## config.mk

```make
export PLATFORM = sky130hd
export DESIGN_NAME = m_muldiv_unit_flat
export DESIGN_NICKNAME = d
export VERILOG_FILES = /design/src/rtl/m_muldiv_unit_pkg.sv /design/src/rtl/m_muldiv_unit_if.sv /design/src/rtl/m_muldiv_unit_step.sv /design/src/rtl/m_muldiv_unit.sv /design/src/flat_wrapper.sv
export SDC_FILE = /design/constraint.sdc
export NUM_CORES = 1
export LEC_CHECK = 0
export ABC_CLOCK_PERIOD_IN_PS = 10990
export BUFFER_PORTS_ARGS = -buffer_cell sky130_fd_sc_hd__buf_2
export CAP_MARGIN = 0
export CORE_ASPECT_RATIO = 1.1
export CORE_MARGIN = 2
export CORE_UTILIZATION = 50
export CTS_CLUSTER_DIAMETER = 120
export DETAILED_ROUTE_END_ITERATION = 6
export PLACE_DENSITY_LB_ADDON = 0.15
export SLEW_MARGIN = 10
export SYNTH_ARGS = -nofsm -noshare
export SYNTH_HDL_FRONTEND = slang
export SYNTH_SLANG_ARGS = --single-unit
```

## constraint.sdc

```tcl
create_clock -name i_clk -period 10.99 [get_ports i_clk]
set_input_delay 1.099 -clock i_clk [delete_from_list [all_inputs] [get_ports i_clk]]
set_output_delay 1.099 -clock i_clk [all_outputs]
set_load 0.02 [all_outputs]
```

## src/rtl/m_muldiv_unit_pkg.sv

```systemverilog
// Shared definitions for the iterative multiply/divide unit: op and state
// encodings plus operand-signedness helpers.
package m_muldiv_unit_pkg;

   typedef enum logic [2:0] {
      OP_MUL    = 3'd0,
      OP_MULH   = 3'd1,
      OP_MULHSU = 3'd2,
      OP_MULHU  = 3'd3,
      OP_DIV    = 3'd4,
      OP_DIVU   = 3'd5,
      OP_REM    = 3'd6,
      OP_REMU   = 3'd7
   } op_e;

   typedef enum logic [1:0] {
      ST_IDLE  = 2'd0,
      ST_BUSY  = 2'd1,
      ST_FIXUP = 2'd2,
      ST_DONE  = 2'd3
   } state_e;

   function automatic logic op_is_div(input op_e op);
      return op[2];
   endfunction

   function automatic logic op_is_rem(input op_e op);
      return op[2] & op[1];
   endfunction

   function automatic logic op_is_signed_a(input op_e op);
      return (op == OP_MUL) || (op == OP_MULH) || (op == OP_MULHSU) ||
             (op == OP_DIV) || (op == OP_REM);
   endfunction

   function automatic logic op_is_signed_b(input op_e op);
      return (op == OP_MUL) || (op == OP_MULH) || (op == OP_DIV) || (op == OP_REM);
   endfunction

endpackage

```

## src/rtl/m_muldiv_unit_if.sv

```systemverilog
// Request/response handshake bundle between a processor and the muldiv unit.
interface m_muldiv_unit_if #(
   parameter int WIDTH = 32
) ();
   logic             i_valid;
   logic             o_ready;
   logic [2:0]       i_op;
   logic [WIDTH-1:0] i_a;
   logic [WIDTH-1:0] i_b;
   logic             i_flush;
   logic             o_valid;
   logic             i_ready;
   logic [WIDTH-1:0] o_result;
   logic             o_dbz;

   modport master (
      output i_valid, i_op, i_a, i_b, i_flush, i_ready,
      input  o_ready, o_valid, o_result, o_dbz
   );

   modport slave (
      input  i_valid, i_op, i_a, i_b, i_flush, i_ready,
      output o_ready, o_valid, o_result, o_dbz
   );
endinterface

```

## src/rtl/m_muldiv_unit_step.sv

```systemverilog
// One radix-2 iteration on the {acc, shreg} pair: shift-add for multiply,
// compare-subtract-shift (restoring) for divide.
module m_muldiv_unit_step #(
   parameter int WIDTH = 32
) (
   input  logic             is_div,
   input  logic [WIDTH-1:0] acc,
   input  logic [WIDTH-1:0] shreg,
   input  logic [WIDTH-1:0] operand,
   output logic [WIDTH-1:0] acc_next,
   output logic [WIDTH-1:0] shreg_next
);
   logic [WIDTH:0]   sum;
   logic [WIDTH:0]   rem_trial;
   logic [WIDTH-1:0] diff;
   logic             fits;

   assign sum       = {1'b0, acc} + {1'b0, operand};
   assign rem_trial = {acc, shreg[WIDTH-1]};
   assign fits      = rem_trial >= {1'b0, operand};
   // When the divisor fits the trial remainder the difference is below 2^WIDTH.
   assign diff      = rem_trial[WIDTH-1:0] - operand;

   always_comb begin
      acc_next   = acc;
      shreg_next = shreg;
      if (is_div) begin
         if (fits) begin
            acc_next   = diff;
            shreg_next = {shreg[WIDTH-2:0], 1'b1};
         end else begin
            acc_next   = rem_trial[WIDTH-1:0];
            shreg_next = {shreg[WIDTH-2:0], 1'b0};
         end
      end else if (shreg[0]) begin
         {acc_next, shreg_next} = {sum, shreg[WIDTH-1:1]};
      end else begin
         {acc_next, shreg_next} = {1'b0, acc, shreg[WIDTH-1:1]};
      end
   end
endmodule

```

## src/rtl/m_muldiv_unit.sv

```systemverilog
// Iterative RV32M-style multiply/divide unit: magnitude datapath, one bit per
// clock, with sign fixup and short-circuit for divide-by-zero / signed overflow.
module m_muldiv_unit
   import m_muldiv_unit_pkg::*;
#(
   parameter int WIDTH = 32
) (
   input  logic           i_clk,
   input  logic           i_reset_n,
   m_muldiv_unit_if.slave bus
);
   localparam int               CNT_W     = $clog2(WIDTH) + 1;
   localparam logic [CNT_W-1:0] LAST_ITER = CNT_W'(WIDTH - 1);
   localparam logic [WIDTH-1:0] MIN_VAL   = {1'b1, {(WIDTH-1){1'b0}}};

   state_e           state_reg;
   op_e              op_reg;
   logic [CNT_W-1:0] cnt_reg;
   logic [WIDTH-1:0] acc_reg;
   logic [WIDTH-1:0] shreg_reg;
   logic [WIDTH-1:0] operand_reg;
   logic             sign_res_reg;
   logic             sign_rem_reg;
   logic             ready_reg;
   logic             valid_reg;
   logic             dbz_reg;
   logic [WIDTH-1:0] result_reg;

   op_e              op_in;
   logic             neg_a;
   logic             neg_b;
   logic             b_zero;
   logic             div_ovf;
   logic [WIDTH-1:0] mag_a;
   logic [WIDTH-1:0] mag_b;
   logic [WIDTH-1:0] short_result;

   assign op_in   = op_e'(bus.i_op);
   assign neg_a   = op_is_signed_a(op_in) & bus.i_a[WIDTH-1];
   assign neg_b   = op_is_signed_b(op_in) & bus.i_b[WIDTH-1];
   assign mag_a   = neg_a ? ('0 - bus.i_a) : bus.i_a;
   assign mag_b   = neg_b ? ('0 - bus.i_b) : bus.i_b;
   assign b_zero  = op_is_div(op_in) && (bus.i_b == '0);
   assign div_ovf = op_is_div(op_in) && op_is_signed_a(op_in) &&
                    (bus.i_a == MIN_VAL) && (&bus.i_b);

   always_comb begin
      short_result = '1;
      if (b_zero) begin
         short_result = op_is_rem(op_in) ? bus.i_a : '1;
      end else begin
         short_result = op_is_rem(op_in) ? '0 : MIN_VAL;
      end
   end

   logic             is_div_op;
   logic [WIDTH-1:0] acc_step;
   logic [WIDTH-1:0] shreg_step;

   assign is_div_op = op_is_div(op_reg);

   m_muldiv_unit_step #(.WIDTH(WIDTH)) u_step (
      .is_div     (is_div_op),
      .acc        (acc_reg),
      .shreg      (shreg_reg),
      .operand    (operand_reg),
      .acc_next   (acc_step),
      .shreg_next (shreg_step)
   );

   // After the last iteration: product = {acc, shreg}; quotient = shreg, remainder = acc.
   logic [2*WIDTH-1:0] prod_mag;
   logic [2*WIDTH-1:0] prod_fix;
   logic [WIDTH-1:0]   quot_fix;
   logic [WIDTH-1:0]   rem_fix;
   logic [WIDTH-1:0]   fix_result;

   assign prod_mag = {acc_reg, shreg_reg};
   assign prod_fix = sign_res_reg ? ('0 - prod_mag) : prod_mag;
   assign quot_fix = sign_res_reg ? ('0 - shreg_reg) : shreg_reg;
   assign rem_fix  = sign_rem_reg ? ('0 - acc_reg) : acc_reg;

   always_comb begin
      fix_result = rem_fix;
      case (op_reg)
         OP_MUL:                       fix_result = prod_fix[WIDTH-1:0];
         OP_MULH, OP_MULHSU, OP_MULHU: fix_result = prod_fix[2*WIDTH-1:WIDTH];
         OP_DIV, OP_DIVU:              fix_result = quot_fix;
         default:                      fix_result = rem_fix;
      endcase
   end

   always_ff @(posedge i_clk or negedge i_reset_n) begin
      if (!i_reset_n) begin
         state_reg    <= ST_IDLE;
         op_reg       <= OP_MUL;
         cnt_reg      <= '0;
         acc_reg      <= '0;
         shreg_reg    <= '0;
         operand_reg  <= '0;
         sign_res_reg <= 1'b0;
         sign_rem_reg <= 1'b0;
         ready_reg    <= 1'b1;
         valid_reg    <= 1'b0;
         dbz_reg      <= 1'b0;
         result_reg   <= '0;
      end else begin
         case (state_reg)
            ST_IDLE: begin
               if (bus.i_valid && !bus.i_flush) begin
                  op_reg       <= op_in;
                  sign_res_reg <= neg_a ^ neg_b;
                  sign_rem_reg <= neg_a;
                  acc_reg      <= '0;
                  cnt_reg      <= '0;
                  ready_reg    <= 1'b0;
                  if (op_is_div(op_in)) begin
                     shreg_reg   <= mag_a;
                     operand_reg <= mag_b;
                  end else begin
                     shreg_reg   <= mag_b;
                     operand_reg <= mag_a;
                  end
                  if (b_zero || div_ovf) begin
                     state_reg  <= ST_DONE;
                     result_reg <= short_result;
                     dbz_reg    <= b_zero;
                     valid_reg  <= 1'b1;
                  end else begin
                     state_reg <= ST_BUSY;
                  end
               end
            end
            ST_BUSY: begin
               if (bus.i_flush) begin
                  state_reg <= ST_IDLE;
                  ready_reg <= 1'b1;
                  cnt_reg   <= '0;
               end else begin
                  acc_reg   <= acc_step;
                  shreg_reg <= shreg_step;
                  if (cnt_reg == LAST_ITER) begin
                     cnt_reg   <= '0;
                     state_reg <= ST_FIXUP;
                  end else begin
                     cnt_reg <= cnt_reg + 1'b1;
                  end
               end
            end
            ST_FIXUP: begin
               if (bus.i_flush) begin
                  state_reg <= ST_IDLE;
                  ready_reg <= 1'b1;
               end else begin
                  result_reg <= fix_result;
                  dbz_reg    <= 1'b0;
                  valid_reg  <= 1'b1;
                  state_reg  <= ST_DONE;
               end
            end
            ST_DONE: begin
               if (bus.i_flush || bus.i_ready) begin
                  state_reg <= ST_IDLE;
                  valid_reg <= 1'b0;
                  ready_reg <= 1'b1;
               end
            end
            default: begin
               state_reg <= ST_IDLE;
               ready_reg <= 1'b1;
               valid_reg <= 1'b0;
            end
         endcase
      end
   end

   assign bus.o_ready  = ready_reg;
   assign bus.o_valid  = valid_reg;
   assign bus.o_result = result_reg;
   assign bus.o_dbz    = dbz_reg;
endmodule
```

## src/flat_wrapper.sv

```systemverilog
// flat-port wrapper written by rule: the top's interface ports become plain ports
module m_muldiv_unit_flat import m_muldiv_unit_pkg::*;
#(
   parameter int WIDTH = 32
)
  (i_clk, i_reset_n, bus_i_valid, bus_i_op, bus_i_a, bus_i_b, bus_i_flush, bus_i_ready, bus_o_ready, bus_o_valid, bus_o_result, bus_o_dbz);
  m_muldiv_unit_if #(.WIDTH(WIDTH)) bus_i ();
  input  logic i_clk;
  input  logic i_reset_n;
  input wire logic [$bits(bus_i.i_valid)-1:0] bus_i_valid;
  input wire logic [$bits(bus_i.i_op)-1:0] bus_i_op;
  input wire logic [$bits(bus_i.i_a)-1:0] bus_i_a;
  input wire logic [$bits(bus_i.i_b)-1:0] bus_i_b;
  input wire logic [$bits(bus_i.i_flush)-1:0] bus_i_flush;
  input wire logic [$bits(bus_i.i_ready)-1:0] bus_i_ready;
  output wire logic [$bits(bus_i.o_ready)-1:0] bus_o_ready;
  output wire logic [$bits(bus_i.o_valid)-1:0] bus_o_valid;
  output wire logic [$bits(bus_i.o_result)-1:0] bus_o_result;
  output wire logic [$bits(bus_i.o_dbz)-1:0] bus_o_dbz;
  assign bus_i.i_valid = bus_i_valid;
  assign bus_i.i_op = bus_i_op;
  assign bus_i.i_a = bus_i_a;
  assign bus_i.i_b = bus_i_b;
  assign bus_i.i_flush = bus_i_flush;
  assign bus_i.i_ready = bus_i_ready;
  assign bus_o_ready = bus_i.o_ready;
  assign bus_o_valid = bus_i.o_valid;
  assign bus_o_result = bus_i.o_result;
  assign bus_o_dbz = bus_i.o_dbz;
  m_muldiv_unit #(.WIDTH(WIDTH)) u_core (.i_clk(i_clk), .i_reset_n(i_reset_n), .bus(bus_i));
endmodule
```

**Yosys cells after proc, flatten, opt, wreduce, memory -nomap -nowiden**

Cells that the tools add are included.

- Add/sub/neg operators: 8
- $lt $le $gt $ge: 1
- Equal/unequal tests: 21
- Multiplexer cells: 51
- Bitwise gates (word level): 4
- Reduce and logical (&&, ||, !) cells: 32

Operators with widths:

| kind | count |
|---|---|
| $mux W32 | 21 |
| $pmux W32 S2 | 3 |
| $sub A1 B32 Y32 const A | 4 |
| $pmux W32 S3 | 1 |
| $mux W64 | 1 |
| $sub A1 B64 Y64 const A | 1 |
| $add A32 B32 Y33 | 1 |
| $ge A33 B32 Y1 | 1 |
| $eq A32 B32 Y1 const B | 1 |
| $logic_not A32 Y1 | 1 |
| $reduce_and A32 Y1 | 1 |
| $sub A32 B32 Y32 | 1 |
| $mux W6 | 3 |
| $eq A3 B3 Y1 const B | 4 |
| $mux W2 | 6 |
| $pmux W6 S2 | 1 |
| $mux W1 | 11 |
| $eq A3 B2 Y1 const B | 3 |
| $reduce_and A3 Y1 | 3 |
| $logic_or A1 B1 Y1 | 8 |
| $ne A2 B1 Y1 const B | 4 |
| $pmux W2 S4 | 1 |
| $add A6 B1 Y6 const B | 1 |
| $eq A3 B1 Y1 const B | 2 |
| other kinds (20) | 33 |

- Bits in registers: 144
- Input port bits: 72
- Logic and storage cells: 129

**Longest topological paths before layout**

- Word-level depth: 12
- Mapped depth: 17

**Hierarchy**

From an unflattened synthesis, not the netlist that was laid out.

- Cell total of the unflattened synthesis: 2,143
- Area, all modules: 16,218.1 µm²

Modules (own cells, without submodules):

| module | instances | cells an instance | area each (µm²) | sequential area each (µm²) |
|---|---|---|---|---|
| m_muldiv_unit | 1 | 1,391 | 11,114.4 | 3,604.7 |
| m_muldiv_unit_step | 1 | 752 | 5,103.6 | 0.0 |

**Worst setup path after synthesis**

Ideal clock, no wire load.

- Kind: register to register
- From: register u_core.shreg_reg[0]
- To: register u_core.result_reg[30] (netlist: u_core.bus.o_result[30])
- Library setup time: 0.131 ns
- Data arrival time: 4.102 ns
- Required time: 10.859 ns
- Path slack: 6.757 ns
- Stages on the path, launching flop included: 18
- Path buffers: 6
- Clock period less this slack: 4.233 ns
- Path through: dfrtp_1 clkbuf_1 inv_1 clkbuf_1 clkbuf_1 ha_1 or4b_2 or3_1 or3_1 clkbuf_1 or2_2 clkbuf_1 clkbuf_1 o31ai_1 xor2_1 o21ai_0 a21oi_1 o21ai_1

- Word-level cells in the longest chain between the ends: 5
- Elaborated cells between the ends (all ways): 7
- Classes of those cells: add/sub: 2; mux: 5

Ends and longest elaborated chain:

| what | line | text |
|---|---|---|
| start: declaration | m_muldiv_unit.sv:20 | `logic [WIDTH-1:0] shreg_reg;` |
| start signal: assignment | m_muldiv_unit.sv:118 | `shreg_reg <= mag_a;` |
| start signal: assignment | m_muldiv_unit.sv:121 | `shreg_reg <= mag_b;` |
| start signal: assignment | m_muldiv_unit.sv:141 | `shreg_reg <= shreg_step;` |
| $sub A1 B64 Y64 or $sub A1 B32 Y32 (tied branches) | m_muldiv_unit.sv:79, m_muldiv_unit.sv:80 |  |
| $mux W64 or $mux W32 (tied branches) | m_muldiv_unit.sv:79, m_muldiv_unit.sv:80 |  |
| $pmux W32 S3 * | m_muldiv_unit.sv:85 | `case (op_reg)` |
| $mux W32 * | m_muldiv_unit.sv:151 | `if (bus.i_flush) begin` |
| $pmux W32 S2 * | m_muldiv_unit.sv:108 | `case (state_reg)` |
| end signal: assignment | m_muldiv_unit.sv:126 | `result_reg <= short_result;` |
| end signal: assignment | m_muldiv_unit.sv:155 | `result_reg <= fix_result;` |
| end: declaration | m_muldiv_unit.sv:27 | `logic [WIDTH-1:0] result_reg;` |

Mark *: on every way between the ends. The rest lies on a longest branch, timed or not. The select of a mux whose other input is x is not followed.
A chain may end at the register's enable or synchronous reset.

**Worst setup path after layout**

- From: register u_core.shreg_reg[0]
- To: register u_core.result_reg[2] (netlist: u_core.bus.o_result[2])

The elaborated chain is that of the path after synthesis.

==> summary.md <==
| Metric | Value |
|---|---|
| Outcome | complete, no violations |
| Total Routed Length | 60.1 mm |
| Worst hold start | u_core.bus.o_result[1] |
| Cells after DPL | around 2500 |
| Setup violators final | 0 |
| Drt first pass iters | 6 |
| Average wire per standard cell | between 20 and 25 um |
| R2r setup slk | ~6.4 ns |
| H-tree levels | 4 |
| Crit path launch | u_core.shreg_reg[0] |
| Clk_skew | 0.0167 ns |
| CP Cell Sequence | inv_1 > ha_1 > or4b_2 > or3_1 > or3_1 > or2_2 > o21ai_0 > xor2_1 > o221ai_1 > a21oi_1 > o21ai_0 |
| Gr usage total | 0.363 |
| Antenna violations before repair | 0 |
| Gr ovfl total | 0 |
| CTS clk-pin slew, worst paths | roughly 0.070 ns |
| Cell Area, Synth | 15600 um^2 |
| Worst-case reg-to-reg path depth | 11 |
| CTS tree | done |
| Layout cells sized above 1 | 0.109 |
| Setup TNS | 0 ns |
| Clock latency on the worst-skew pair | 0.45 ns |
| Routability cong. | 0.985 |
| Worst hold stages | 2 |
| Final Slew Violations | 0 |
| Max_slew headroom | 0.148 |
| Reg power frac | 0.203 |
| Total power | about 5.8 mW |
| Crit path DAT | between 4 and 5 ns |
| Crit Path Category | register to register |
| Fin area | 16900 um^2 |
| Finished Layout Cells | around 2500 |
| Leak pwr | between 7 and 8 nW |
| Port bufs | approximately 110 |
| Post-layout util | 0.551 |
| Slowest CP cell | or4b_2 |
| Clk pwr share | 0.108 |
| Worst path top cell family by delay | simple AND/OR/NAND/NOR gates |
| Syn-to-layout area delta | 7.97% |
| Critical R2R Capture | u_core.bus.o_result[2] |
| Core area | 30600 um^2 |
| Synth Register Bits | about 140 |
| Most frequent cells in the layout | 246 x nand2_1, 210 x o21ai_0, 195 x a21oi_1 |
| FF/Latch Area | 3610 um^2 |
| Crit Path Max Fanout | 21 |
| Die area | 32700 um^2 |
| Syn nets | between 2000 and 2500 |
| Mean post-synth cell area | ~7.3 um^2 |
| Fmax achieved | between 200 and 250 MHz |
| Rows | 67 |
| Cell count after synthesis | about 2100 |
| Critical path required time | 11.27 ns |
| Fin crit share | 0.418 |
| Switch share | 0.551 |
| Min Tclk post-route | 4.60 ns |
| First-pass GRT wire length | 91.7 mm |
| Resized cells post-CTS | 0 |
| P_int | 2.60 mW |
| Clock Path Buffers | 2 |
| Post-synth EDFFs | 0 |
| Largest net degree at the start of global routing | approximately 120 |
| Routed vias | 16400 |
| Die extent in y | approximately 190 um |
| CTS buffer count | 17 |
| Root Buffer Master | clkbuf_16 |
| Hpwl dp | between 40 and 50 mm |
| Combinational Power Share | 0.689 |
| Vias per std cell | between 6 and 7 |
| Nets@finish | 2265 |
| Top_reg_cell synth | dfrtp_1 |
| Fillers | around 3000 |
| Max VDD drop | ~250 uV |
| Placed cell area | between 15000 and 20000 um^2 |
| Sequential fraction of the synthesis area | 0.231 |
| Max-cap violations | 0 |
| Switching power | ~3.2 mW |
| Hold path endpoint | u_core.bus.o_result[1] |
| # Post-CTS Setup Buffers | 0 |
| RR Startpoint | u_core.shreg_reg[0] |
| Hold WS | roughly 0.47 ns |
| CP Capture Type | register |
| Hold Violations, Final | 0 |
| Initial Util | 0.510 |
| Die W | 173 um |
| Vias in the first global route | 15500 |
| Clk sink count | 144 |
| Min-Delay Path Class | register to register |
| RSZ-0062 raised after global routing | false |
| Critical path startpoint category | register |
| Iter 0 DRT Violations | ~1700 |
| Final routed DRC violation total | 0 |
| Most common cell after layout, fill and taps aside | nand2_1 |
| Distinct cell type count after synthesis | 76 |
| I/O pin cnt | around 110 |
| Warnings, synthesis | 0 |
| PD cells | around 340 nW/um^2 |
| Worst slack at placement | ~6 ns |
| Worst slew pin tran | around 1.2 ns |
| Async SR Flop Fraction | 1.00 |
| Fin worst setup slack | around 6.4 ns |
| Multi-input gate area | roughly 11000 um^2 |
| Post-cts hold buffer count | 0 |
| Antenna cells | 0 |
| Buf/Inv on CP | 1 |
| DRT antenna net count | 0 |
| CP max stage delay | about 0.66 ns |
-- layer usage --
layer	GRT usage	vias up	share of wire
met4	0.149	0	0.040
met5	0	-	0
li1	-	7683	-
met3	0.0428	125	0.067
met1	0.475	7824	0.42
met2	0.610	741	0.47
-- worst register-to-register path, cell delays in order (launching register included) --
cell	delay, ns
dfrtp_1	0.38
inv_1	0.64
ha_1	0.34
or4b_2	0.66
or3_1	0.44
or3_1	0.47
or2_2	0.48
o21ai_0	0.25
xor2_1	0.18
o221ai_1	0.19
a21oi_1	0.31
o21ai_0	0.12
-- Yosys cell counts (39+ instances only) --
library cell / n / area (um^2)
nand2_1: 247 / 927
o21ai_0: 210 / 1050
a21oi_1: 196 / 981
nor2_1: 192 / 721
dfrtp_1: 143 / 3580
clkbuf_1: 140 / 526
xor2_1: 94 / 823
xnor2_1: 85 / 744
ha_1: 75 / 938
inv_1: 74 / 278
a211oi_1: 53 / 398
o31ai_1: 49 / 368
mux2_2: 39 / 439
-- cell type report --
type / instances / share of cell area
Sequential cell: 144 / 0.214
Inverter: 75 / 0.0167
Clock buffer: 19 / 0.0257
Clock inverter: 13 / 0.0105
Timing Repair Buffer: 127 / 0.0413
Tap cell: 414 / 0.0307
Multi-Input combinational cell: 1751 / 0.661
-- power groups by stage --
| stage | clock network [mW] | logic (mW) | registers, mW |
|---|---|---|---|
| 2_1_floorplan | 0 | 2.92 | 0.984 |
| 3_3_place_gp | 0 | 3.83 | 1.15 |
| 3_5_place_dp | 0 | 3.87 | 1.16 |
| 4_1_cts | 0.631 | 3.89 | 1.15 |
| 5_1_grt | 0.651 | 4.34 | 1.19 |
| 6_report | 0.625 | 3.98 | 1.17 |
-- worst max-delay path by stage --
stage,end,depth (start not counted),slack (ns)
after global placement,u_core.bus.o_result[18],9,6.08
after floorplan,u_core.bus.o_result[30],17,6.76
final,u_core.bus.o_result[2],11,6.39
after detailed placement,u_core.bus.o_result[7],10,5.98
after global routing,u_core.bus.o_result[7],10,6.16
after CTS,u_core.bus.o_result[7],10,6.43
-- cells by family (layout without fill, tap and decap cells) --
family / Yosys count / after routing / synth area share
buffers and inverters: 232 / 234 / 0.0570
AOI/OAI and AO/OA: 735 / 735 / 0.294
and+or+nand+nor: 683 / 683 / 0.203
DFF: 144 / 144 / 0.231
muxes: 77 / 77 / 0.0529
xor gates and xnor gates: 179 / 179 / 0.100
adders and majority gates: 77 / 77 / 0.0626
(Power assumes the default switching activity.)
